<file path="config.mk">
export PLATFORM = sky130hd
export DESIGN_NAME = fetch_stage2_flat
export DESIGN_NICKNAME = d
export VERILOG_FILES = /design/src/rtl/fetch_pkg.sv /design/src/rtl/fetch_stage2_if.sv /design/src/rtl/fs2_predecode.sv /design/src/rtl/fetch_stage2.sv /design/src/flat_wrapper.sv
export SDC_FILE = /design/constraint.sdc
export NUM_CORES = 2
export LEC_CHECK = 0
export CELL_PAD_IN_SITES_DETAIL_PLACEMENT = 1
export CELL_PAD_IN_SITES_GLOBAL_PLACEMENT = 2
export CORE_ASPECT_RATIO = 0.6
export CORE_UTILIZATION = 28
export DETAILED_ROUTE_END_ITERATION = 16
export HOLD_SLACK_MARGIN = 0.06
export PLACE_DENSITY_LB_ADDON = 0.1
export SKIP_CTS_REPAIR_TIMING = 1
export SYNTH_ARGS = -nofsm -noshare
export SYNTH_HDL_FRONTEND = slang
export SYNTH_HIERARCHICAL = 1
export SYNTH_SLANG_ARGS = --single-unit
</file>
<file path="constraint.sdc">
create_clock -name clk -period 7.3 [get_ports clk]
set_clock_uncertainty 0.05 [all_clocks]
set_input_delay 0.73 -clock clk [delete_from_list [all_inputs] [get_ports clk]]
set_output_delay 0.73 -clock clk [all_outputs]
set_load 0.02 [all_outputs]
</file>
<file path="src/rtl/fetch_pkg.sv">
// Shared fetch types, opcode encodings and predecode helpers.
// Used by FS2 and its per-slot predecoders.
package fetch_pkg;

  localparam int FETCH_WIDTH = 4;
  localparam int SIZE_PC = 32;
  localparam int INST_WIDTH = 64;

  localparam logic [7:0] OP_J = 8'h02;
  localparam logic [7:0] OP_JAL = 8'h03;
  localparam logic [7:0] OP_BEQ = 8'h04;
  localparam logic [7:0] OP_BNE = 8'h05;
  localparam logic [7:0] OP_BLEZ = 8'h06;
  localparam logic [7:0] OP_BGTZ = 8'h07;
  localparam logic [7:0] OP_JR = 8'h08;
  localparam logic [7:0] OP_JALR = 8'h09;
  localparam logic [7:0] OP_RET = 8'h0A;

  typedef enum logic [1:0] {
    BR_RET = 2'b00,
    BR_CALL = 2'b01,
    BR_JUMP = 2'b10,
    BR_COND = 2'b11
  } br_type_t;

  typedef struct packed {
    logic is_cti;
    br_type_t br_type;
    logic is_direct;
  } predec_t;

  typedef struct packed {
    logic valid;
    logic [FETCH_WIDTH*INST_WIDTH-1:0] inst;
    logic [SIZE_PC-1:0] pc;
    logic [FETCH_WIDTH-1:0] btb_hit;
    logic [FETCH_WIDTH-1:0] pred;
    logic [FETCH_WIDTH*SIZE_PC-1:0] target;
    logic [SIZE_PC-1:0] ras;
  } fs2_reg_t;

  function automatic predec_t predecode(
    input logic [INST_WIDTH-1:0] inst
  );
    predec_t p;
    p = '{1'b0, BR_RET, 1'b0};
    case (inst[63:56])
      OP_J: p = '{1'b1, BR_JUMP, 1'b1};
      OP_JAL: p = '{1'b1, BR_CALL, 1'b1};
      OP_JR: p = '{1'b1, BR_JUMP, 1'b0};
      OP_JALR: p = '{1'b1, BR_CALL, 1'b0};
      OP_RET: p = '{1'b1, BR_RET, 1'b0};
      OP_BEQ, OP_BNE, OP_BLEZ, OP_BGTZ:
        p = '{1'b1, BR_COND, 1'b1};
      default: ;
    endcase
    return p;
  endfunction

  function automatic logic [SIZE_PC-1:0] cond_target(
    input logic [SIZE_PC-1:0] pc,
    input logic [INST_WIDTH-1:0] inst
  );
    return pc + 32'd8
      + {{13{inst[15]}}, inst[15:0], 3'b000};
  endfunction

  function automatic logic [SIZE_PC-1:0] jump_target(
    input logic [SIZE_PC-1:0] pc,
    input logic [INST_WIDTH-1:0] inst
  );
    return {pc[31:29], inst[25:0], 3'b000};
  endfunction

endpackage

</file>
<file path="src/rtl/fetch_stage2_if.sv">
// FS1 -> FS2 bundle, FS2 -> Decode bundle and
// ID-stage redirect signals back to FS1.
interface fetch_stage2_if;
  import fetch_pkg::*;

  logic fs1Ready_i;
  logic [FETCH_WIDTH*INST_WIDTH-1:0] instBundle_i;
  logic [SIZE_PC-1:0] pc_i;
  logic [FETCH_WIDTH-1:0] btbHit_i;
  logic [FETCH_WIDTH-1:0] prediction_i;
  logic [FETCH_WIDTH*SIZE_PC-1:0] targetAddr_i;
  logic [SIZE_PC-1:0] addrRAS_CP_i;

  logic flagRecoverID_o;
  logic [SIZE_PC-1:0] targetAddrID_o;
  logic flagCallID_o;
  logic [SIZE_PC-1:0] callPCID_o;
  logic flagRtrID_o;
  logic fs2Valid_o;
  logic [FETCH_WIDTH-1:0] instValid_o;
  logic [FETCH_WIDTH*INST_WIDTH-1:0] instBundle_o;
  logic [SIZE_PC-1:0] pc_o;
  logic [FETCH_WIDTH-1:0] predTaken_o;
  logic [FETCH_WIDTH*SIZE_PC-1:0] predTarget_o;
  logic [2*FETCH_WIDTH-1:0] brType_o;
  logic [FETCH_WIDTH-1:0] isCti_o;
  logic [2:0] ctiCount_o;

  modport master (
    output fs1Ready_i, instBundle_i, pc_i,
    output btbHit_i, prediction_i,
    output targetAddr_i, addrRAS_CP_i,
    input flagRecoverID_o, targetAddrID_o,
    input flagCallID_o, callPCID_o,
    input flagRtrID_o, fs2Valid_o,
    input instValid_o, instBundle_o, pc_o,
    input predTaken_o, predTarget_o,
    input brType_o, isCti_o, ctiCount_o
  );

  modport slave (
    input fs1Ready_i, instBundle_i, pc_i,
    input btbHit_i, prediction_i,
    input targetAddr_i, addrRAS_CP_i,
    output flagRecoverID_o, targetAddrID_o,
    output flagCallID_o, callPCID_o,
    output flagRtrID_o, fs2Valid_o,
    output instValid_o, instBundle_o, pc_o,
    output predTaken_o, predTarget_o,
    output brType_o, isCti_o, ctiCount_o
  );

endinterface

</file>
<file path="src/rtl/fs2_predecode.sv">
// Per-slot predecoder: control type, directness and
// statically computable target for one instruction.
module fs2_predecode
  import fetch_pkg::*;
(
  input logic [INST_WIDTH-1:0] inst,
  input logic [SIZE_PC-1:0] pc,
  output logic is_cti,
  output br_type_t br_type,
  output logic is_direct,
  output logic [SIZE_PC-1:0] target
);

  predec_t p;

  assign p = predecode(inst);
  assign is_cti = p.is_cti;
  assign br_type = p.br_type;
  assign is_direct = p.is_direct;
  assign target = (p.br_type == BR_COND)
    ? cond_target(pc, inst)
    : jump_target(pc, inst);

endmodule

</file>
<file path="src/rtl/fetch_stage2.sv">
// Fetch stage 2: registers the FS1 bundle, checks BTB
// decisions against predecode and redirects FS1.
module fetch_stage2
  import fetch_pkg::*;
(
  input logic clk,
  input logic reset,
  input logic flush_i,
  input logic stall_i,
  fetch_stage2_if.slave bus
);

  fs2_reg_t r;
  logic squash;

  logic [SIZE_PC-1:0] slot_pc [FETCH_WIDTH];
  logic cti [FETCH_WIDTH];
  br_type_t br [FETCH_WIDTH];
  logic dir [FETCH_WIDTH];
  logic [SIZE_PC-1:0] dtgt [FETCH_WIDTH];

  logic rec, call, rtr, done, hit, fs1_taken;
  logic [SIZE_PC-1:0] tgt, cpc;
  logic [FETCH_WIDTH-1:0] taken, live, iv, cti_v;
  logic [SIZE_PC-1:0] fin_tgt [FETCH_WIDTH];
  logic en;

  // Squash drops the bundle FS1 fetched down the wrong path.
  always_ff @(posedge clk) begin
    if (reset) begin
      r <= '0;
      squash <= 1'b0;
    end else if (flush_i) begin
      r.valid <= 1'b0;
      squash <= 1'b0;
    end else begin
      squash <= bus.flagRecoverID_o;
      if (!stall_i) begin
        r <= '{
          valid: bus.fs1Ready_i & ~squash,
          inst: bus.instBundle_i,
          pc: bus.pc_i,
          btb_hit: bus.btbHit_i,
          pred: bus.prediction_i,
          target: bus.targetAddr_i,
          ras: bus.addrRAS_CP_i
        };
      end
    end
  end

  for (genvar k = 0; k < FETCH_WIDTH; k++) begin : g_slot
    assign slot_pc[k] = r.pc + 32'(8 * k);
    fs2_predecode u_pd (
      .inst(r.inst[k*INST_WIDTH +: INST_WIDTH]),
      .pc(slot_pc[k]),
      .is_cti(cti[k]),
      .br_type(br[k]),
      .is_direct(dir[k]),
      .target(dtgt[k])
    );
    assign cti_v[k] = cti[k];
  end

  always_comb begin
    done = 1'b0;
    rec = 1'b0;
    call = 1'b0;
    rtr = 1'b0;
    hit = 1'b0;
    fs1_taken = 1'b0;
    tgt = '0;
    cpc = '0;
    taken = '0;
    for (int k = 0; k < FETCH_WIDTH; k++)
      fin_tgt[k] = r.target[k*SIZE_PC +: SIZE_PC];
    for (int k = 0; k < FETCH_WIDTH; k++) begin
      hit = r.btb_hit[k];
      fs1_taken = hit & (r.pred[k] | (br[k] != BR_COND));
      if (!done) begin
        if (fs1_taken && !cti[k]) begin
          done = 1'b1;
          rec = 1'b1;
          tgt = slot_pc[k] + 32'd8;
        end else if (fs1_taken && dir[k]
                     && fin_tgt[k] != dtgt[k]) begin
          done = 1'b1;
          rec = 1'b1;
          tgt = dtgt[k];
          taken[k] = 1'b1;
          fin_tgt[k] = dtgt[k];
        end else if (!hit && dir[k]
                     && br[k] != BR_COND) begin
          done = 1'b1;
          rec = 1'b1;
          tgt = dtgt[k];
          taken[k] = 1'b1;
          fin_tgt[k] = dtgt[k];
          if (br[k] == BR_CALL) begin
            call = 1'b1;
            cpc = slot_pc[k] + 32'd8;
          end
        end else if (!hit && cti[k]
                     && br[k] == BR_RET) begin
          done = 1'b1;
          rec = 1'b1;
          rtr = 1'b1;
          tgt = r.ras;
          taken[k] = 1'b1;
          fin_tgt[k] = r.ras;
        end else if (fs1_taken) begin
          done = 1'b1;
          taken[k] = 1'b1;
        end
      end
    end
  end

  always_comb begin
    live = '0;
    live[0] = 1'b1;
    for (int j = 1; j < FETCH_WIDTH; j++)
      live[j] = live[j-1] & ~taken[j-1];
  end

  assign iv = live & {FETCH_WIDTH{r.valid}};
  assign en = r.valid & ~stall_i & ~reset;

  assign bus.flagRecoverID_o = en & rec;
  assign bus.targetAddrID_o = en ? tgt : '0;
  assign bus.flagCallID_o = en & call;
  assign bus.callPCID_o = en ? cpc : '0;
  assign bus.flagRtrID_o = en & rtr;

  assign bus.fs2Valid_o = r.valid;
  assign bus.instValid_o = iv;
  assign bus.instBundle_o = r.inst;
  assign bus.pc_o = r.pc;
  assign bus.predTaken_o = taken & iv;
  assign bus.isCti_o = cti_v & iv;
  assign bus.ctiCount_o = 3'($countones(cti_v & iv));

  always_comb begin
    bus.predTarget_o = '0;
    bus.brType_o = '0;
    for (int k = 0; k < FETCH_WIDTH; k++) begin
      if (r.valid) begin
        bus.predTarget_o[k*SIZE_PC +: SIZE_PC] = fin_tgt[k];
        bus.brType_o[2*k +: 2] = br[k];
      end
    end
  end

endmodule
</file>
<file path="src/flat_wrapper.sv">
// flat-port wrapper written by rule: the top's interface ports become plain ports
module fetch_stage2_flat import fetch_pkg::*;
  (clk, reset, flush_i, stall_i, bus_fs1Ready_i, bus_instBundle_i, bus_pc_i, bus_btbHit_i, bus_prediction_i, bus_targetAddr_i, bus_addrRAS_CP_i, bus_flagRecoverID_o, bus_targetAddrID_o, bus_flagCallID_o, bus_callPCID_o, bus_flagRtrID_o, bus_fs2Valid_o, bus_instValid_o, bus_instBundle_o, bus_pc_o, bus_predTaken_o, bus_predTarget_o, bus_brType_o, bus_isCti_o, bus_ctiCount_o);
  fetch_stage2_if bus_i ();
  input logic clk;
  input logic reset;
  input logic flush_i;
  input logic stall_i;
  input wire logic [$bits(bus_i.fs1Ready_i)-1:0] bus_fs1Ready_i;
  input wire logic [$bits(bus_i.instBundle_i)-1:0] bus_instBundle_i;
  input wire logic [$bits(bus_i.pc_i)-1:0] bus_pc_i;
  input wire logic [$bits(bus_i.btbHit_i)-1:0] bus_btbHit_i;
  input wire logic [$bits(bus_i.prediction_i)-1:0] bus_prediction_i;
  input wire logic [$bits(bus_i.targetAddr_i)-1:0] bus_targetAddr_i;
  input wire logic [$bits(bus_i.addrRAS_CP_i)-1:0] bus_addrRAS_CP_i;
  output wire logic [$bits(bus_i.flagRecoverID_o)-1:0] bus_flagRecoverID_o;
  output wire logic [$bits(bus_i.targetAddrID_o)-1:0] bus_targetAddrID_o;
  output wire logic [$bits(bus_i.flagCallID_o)-1:0] bus_flagCallID_o;
  output wire logic [$bits(bus_i.callPCID_o)-1:0] bus_callPCID_o;
  output wire logic [$bits(bus_i.flagRtrID_o)-1:0] bus_flagRtrID_o;
  output wire logic [$bits(bus_i.fs2Valid_o)-1:0] bus_fs2Valid_o;
  output wire logic [$bits(bus_i.instValid_o)-1:0] bus_instValid_o;
  output wire logic [$bits(bus_i.instBundle_o)-1:0] bus_instBundle_o;
  output wire logic [$bits(bus_i.pc_o)-1:0] bus_pc_o;
  output wire logic [$bits(bus_i.predTaken_o)-1:0] bus_predTaken_o;
  output wire logic [$bits(bus_i.predTarget_o)-1:0] bus_predTarget_o;
  output wire logic [$bits(bus_i.brType_o)-1:0] bus_brType_o;
  output wire logic [$bits(bus_i.isCti_o)-1:0] bus_isCti_o;
  output wire logic [$bits(bus_i.ctiCount_o)-1:0] bus_ctiCount_o;
  assign bus_i.fs1Ready_i = bus_fs1Ready_i;
  assign bus_i.instBundle_i = bus_instBundle_i;
  assign bus_i.pc_i = bus_pc_i;
  assign bus_i.btbHit_i = bus_btbHit_i;
  assign bus_i.prediction_i = bus_prediction_i;
  assign bus_i.targetAddr_i = bus_targetAddr_i;
  assign bus_i.addrRAS_CP_i = bus_addrRAS_CP_i;
  assign bus_flagRecoverID_o = bus_i.flagRecoverID_o;
  assign bus_targetAddrID_o = bus_i.targetAddrID_o;
  assign bus_flagCallID_o = bus_i.flagCallID_o;
  assign bus_callPCID_o = bus_i.callPCID_o;
  assign bus_flagRtrID_o = bus_i.flagRtrID_o;
  assign bus_fs2Valid_o = bus_i.fs2Valid_o;
  assign bus_instValid_o = bus_i.instValid_o;
  assign bus_instBundle_o = bus_i.instBundle_o;
  assign bus_pc_o = bus_i.pc_o;
  assign bus_predTaken_o = bus_i.predTaken_o;
  assign bus_predTarget_o = bus_i.predTarget_o;
  assign bus_brType_o = bus_i.brType_o;
  assign bus_isCti_o = bus_i.isCti_o;
  assign bus_ctiCount_o = bus_i.ctiCount_o;
  fetch_stage2 u_core (.clk(clk), .reset(reset), .flush_i(flush_i), .stall_i(stall_i), .bus(bus_i));
endmodule
</file>
==> impl_metrics.ini <==
[outcome]
status = finished with violations
violations = setup timing

[setup_path]
reg2reg_to = u_core/squash
worstPathArrival_ns = 7.06
slowest_stage = dfxtp_4
cp-start-kind = flop
critPathKind = reg -> out
crit_path_end_kind = output pin
slowest_delay_ns = 0.43
r2r_slack_ns = 1.31
cp_common_cell = buf_4
cp_max_fo = 9
required_ns = 6.52
r2r-start = u_core/bus.pc_o[3]
setup.worst_path.start = u_core/bus.pc_o[10]
rr_worst_depth = 28
endpoint = bus_targetAddrID_o[1]

[clock_network]
clk_pin_slew_ns = 0.07
clk_latency_ns = 0.69
numCtsBuffers = 52
htreeDepth = 2
cts_buffer_depth = 3
cts.sinks = 458
cts_tree = done
root_buffer = clkbuf_16

[timing]
rsz0062_at_grt = true
post-route-period-util_pct = 107
period_minus_slack_ns = 7.84
tightest_slew_ns = 1.42
fin_ws_ns = -0.541
slew_headroom_pct = 5.02
final_hold_viol_count = 0
finalSetupViolCount = 64
fmax_mhz = 128
report.final.slew_viol_count = 0

[logic_synthesis]
synth_async_sr_flop_share_pct = 0
synth_common_cells = 1297 x nand2_1, 755 x a21oi_1, 458 x dfxtp_1
synthTopCellsByArea = dfxtp_1 23%, nand2_1 12%, a21oi_1 9.4%
yosysTopAreaCellShare_pct = 22.9
yosysMostFrequentCell = nand2_1
synth-seq-cells = 458
netlist_instances = 5764
syn_nets = 6458
synth_area_mm2 = 0.0400
synth-edff-count = 0
synth_cell_types = 97
synthFlopType = dfxtp_1
seq_area_frac_synth_pct = 22.9
syn_avg_cell_area_um2 = 6.95
ys.warnings.count = 6
synth_largest_area_cell = dfxtp_1

[finish]
fin_nets = 7963
fin_cells = 9226
fillCellCount = 16800
drive_above_1_share_pct = 30.6
area_growth_pct = 64.6

[power_and_ir_drop]
p_clk_share_pct = 30.7
pwr-share-comb_pct = 40.1
power_mw = 9.53
max-vdd-ir-drop_mv = 0.182
p_leak_nw = 26.7
power.internal_mw = 5.83
switchingPower_mw = 3.70
switching_share_pct = 38.8
p_per_area_mw_per_mm2 = 145
pwr-share-seq_pct = 29.2

[detailed_routing]
firstDrtPassIters = 9
via_count = 51700
ant_nets = 0
drtIter0Drc = 5539
vias_per_cell = 5.60
post_drt_wl_per_cell_um = 31.1
wl_um = 287000
drc_errors = 0

[die]
die_area_mm2 = 0.145
num_rows = 107
start_util_pct = 28.2
io_pins = 968
core_mm2 = 0.142
dieWidth_um = 490
die_h_um = 295

[placed_design]
dp_cells = 8972
dp_hpwl_um = 228000
portBuffers = 967
place_congestion = 1.10

[global_route]
first_global_vias = 48900
grt-ovfl-total = 0
grt_antenna_before_repair = 24
grt_max_degree = 197
grtUsageTotal_pct = 37.0
grt_pass1_wl_um = 386000

[min_path]
hold_path_class = reg -> reg

[run]
drv_cap = 0
## state kept, by name, indices dropped and copies added, names as in the netlist
register	cells
u_core/squash	1
u_core/hit	1
u_core/bus.instBundle_o	256
u_core/r	167
u_core/bus.fs2Valid_o	1
u_core/bus.pc_o	32
## worst min path at each step
stage	depth (start not counted)	slack, ns	startpoint	endpoint
after floorplan	2	0.38	u_core/r[160]	u_core/r[160]
after global placement	2	0.39	u_core/r[161]	u_core/r[161]
after detailed placement	2	0.40	u_core/bus.instBundle_o[164]	u_core/bus.instBundle_o[164]
after CTS	2	0.40	u_core/bus.instBundle_o[164]	u_core/bus.instBundle_o[164]
after global routing	2	0.42	u_core/bus.instBundle_o[170]	u_core/bus.instBundle_o[170]
final	2	0.40	u_core/bus.instBundle_o[171]	u_core/bus.instBundle_o[171]
## routing by layer
| layer | share of wire (%) | up-vias | wire [um] | global-route usage [%] |
|---|---|---|---|---|
| li1 | - | 23000 | - | - |
| met5 | 0.063 | - | 180 | 0 |
| met1 | 45 | 26000 | 131000 | 53.8 |
| met2 | 41 | 2365 | 118000 | 53.1 |
| met4 | 3.2 | 16 | 9220 | 10.4 |
| met3 | 10 | 386 | 29100 | 9.36 |
## worst max-delay path, delay by kind of cell (launching register included)
kind,cells,cell delay [ns]
AO/OA/AOI/OAI,7,1.44
flip-flops,1,0.43
AND/OR/NAND/NOR,10,1.76
buffers and inverters,10,1.60
XOR/XNOR,3,0.67
adder cells (fa/ha/maj),2,0.43
## final cells by class
class / count / area, um^2 / share of cell area (%)
diodes: 13 / 32.5 / 0.0494
clock buffers: 72 / 1530 / 2.32
clock inverters: 19 / 273 / 0.414
inverters: 107 / 412 / 0.625
multi-input cells: 4467 / 31600 / 47.9
flip-flops and latches: 458 / 9240 / 14.0
well taps: 1907 / 2390 / 3.62
repair buffers: 2183 / 20500 / 31.1
## power groups by stage
stage | Combinational (mW) | Sequential, mW | Clock, mW
2_1_floorplan | 1.47 | 2.74 | 0
3_3_place_gp | 3.12 | 2.82 | 0
3_5_place_dp | 3.13 | 2.83 | 0
4_1_cts | 3.15 | 2.77 | 2.98
5_1_grt | 3.94 | 2.79 | 3.07
6_report | 3.82 | 2.78 | 2.92
## cells in the final DEF, fill, tap and decap left out, types with 44 or more instances in the layout
master	count
nor2_1	186
ha_1	142
buf_12	93
dfxtp_1	435
nand3_1	95
nand2_1	1266
a21oi_2	62
o21ai_1	57
clkdlybuf4s50_1	805
o22ai_1	97
xor2_1	74
buf_6	144
and2_1	44
clkbuf_16	62
inv_1	75
ha_4	76
xnor2_1	221
buf_4	1091
a21o_1	51
a21oi_1	674
nand4_1	77
nor3_1	56
o21ai_0	221
## through the flow
| stage | setup slack, ns | setup TNS [ns] | area (um^2) | hold slack, ns | utilization [%] |
|---|---|---|---|---|---|
| global placement | -0.765 | -23.78 | 56900 | 0.390 | 40.1 |
| finish | -0.541 | -15.28 | 65900 | 0.404 | 46.4 |
| floorplan | 0.0153 | 0 | 40000 | 0.381 | - |
| CTS | -1.50 | -125.00 | 58700 | 0.405 | 41.4 |
| global route | -0.676 | -33.95 | 65900 | 0.425 | 46.4 |
| detailed placement | -0.752 | -23.28 | 56900 | 0.396 | 40.1 |
## kinds of logic (layout without fill, tap and decap cells)
kind of cell,after synthesis,count (layout),share of synthesized area [%]
AND/OR/NAND/NOR,2132,2132,24.1
AO/OA/AOI/OAI,1726,1726,26.4
buffers and inverters,839,2381,10.9
flip-flops,458,458,22.9
XOR/XNOR,350,350,7.65
adder cells (fa/ha/maj),234,234,7.40
multiplexers,25,25,0.631
other,0,13,0
No activity file was read; power rests on OpenSTA's default activity.
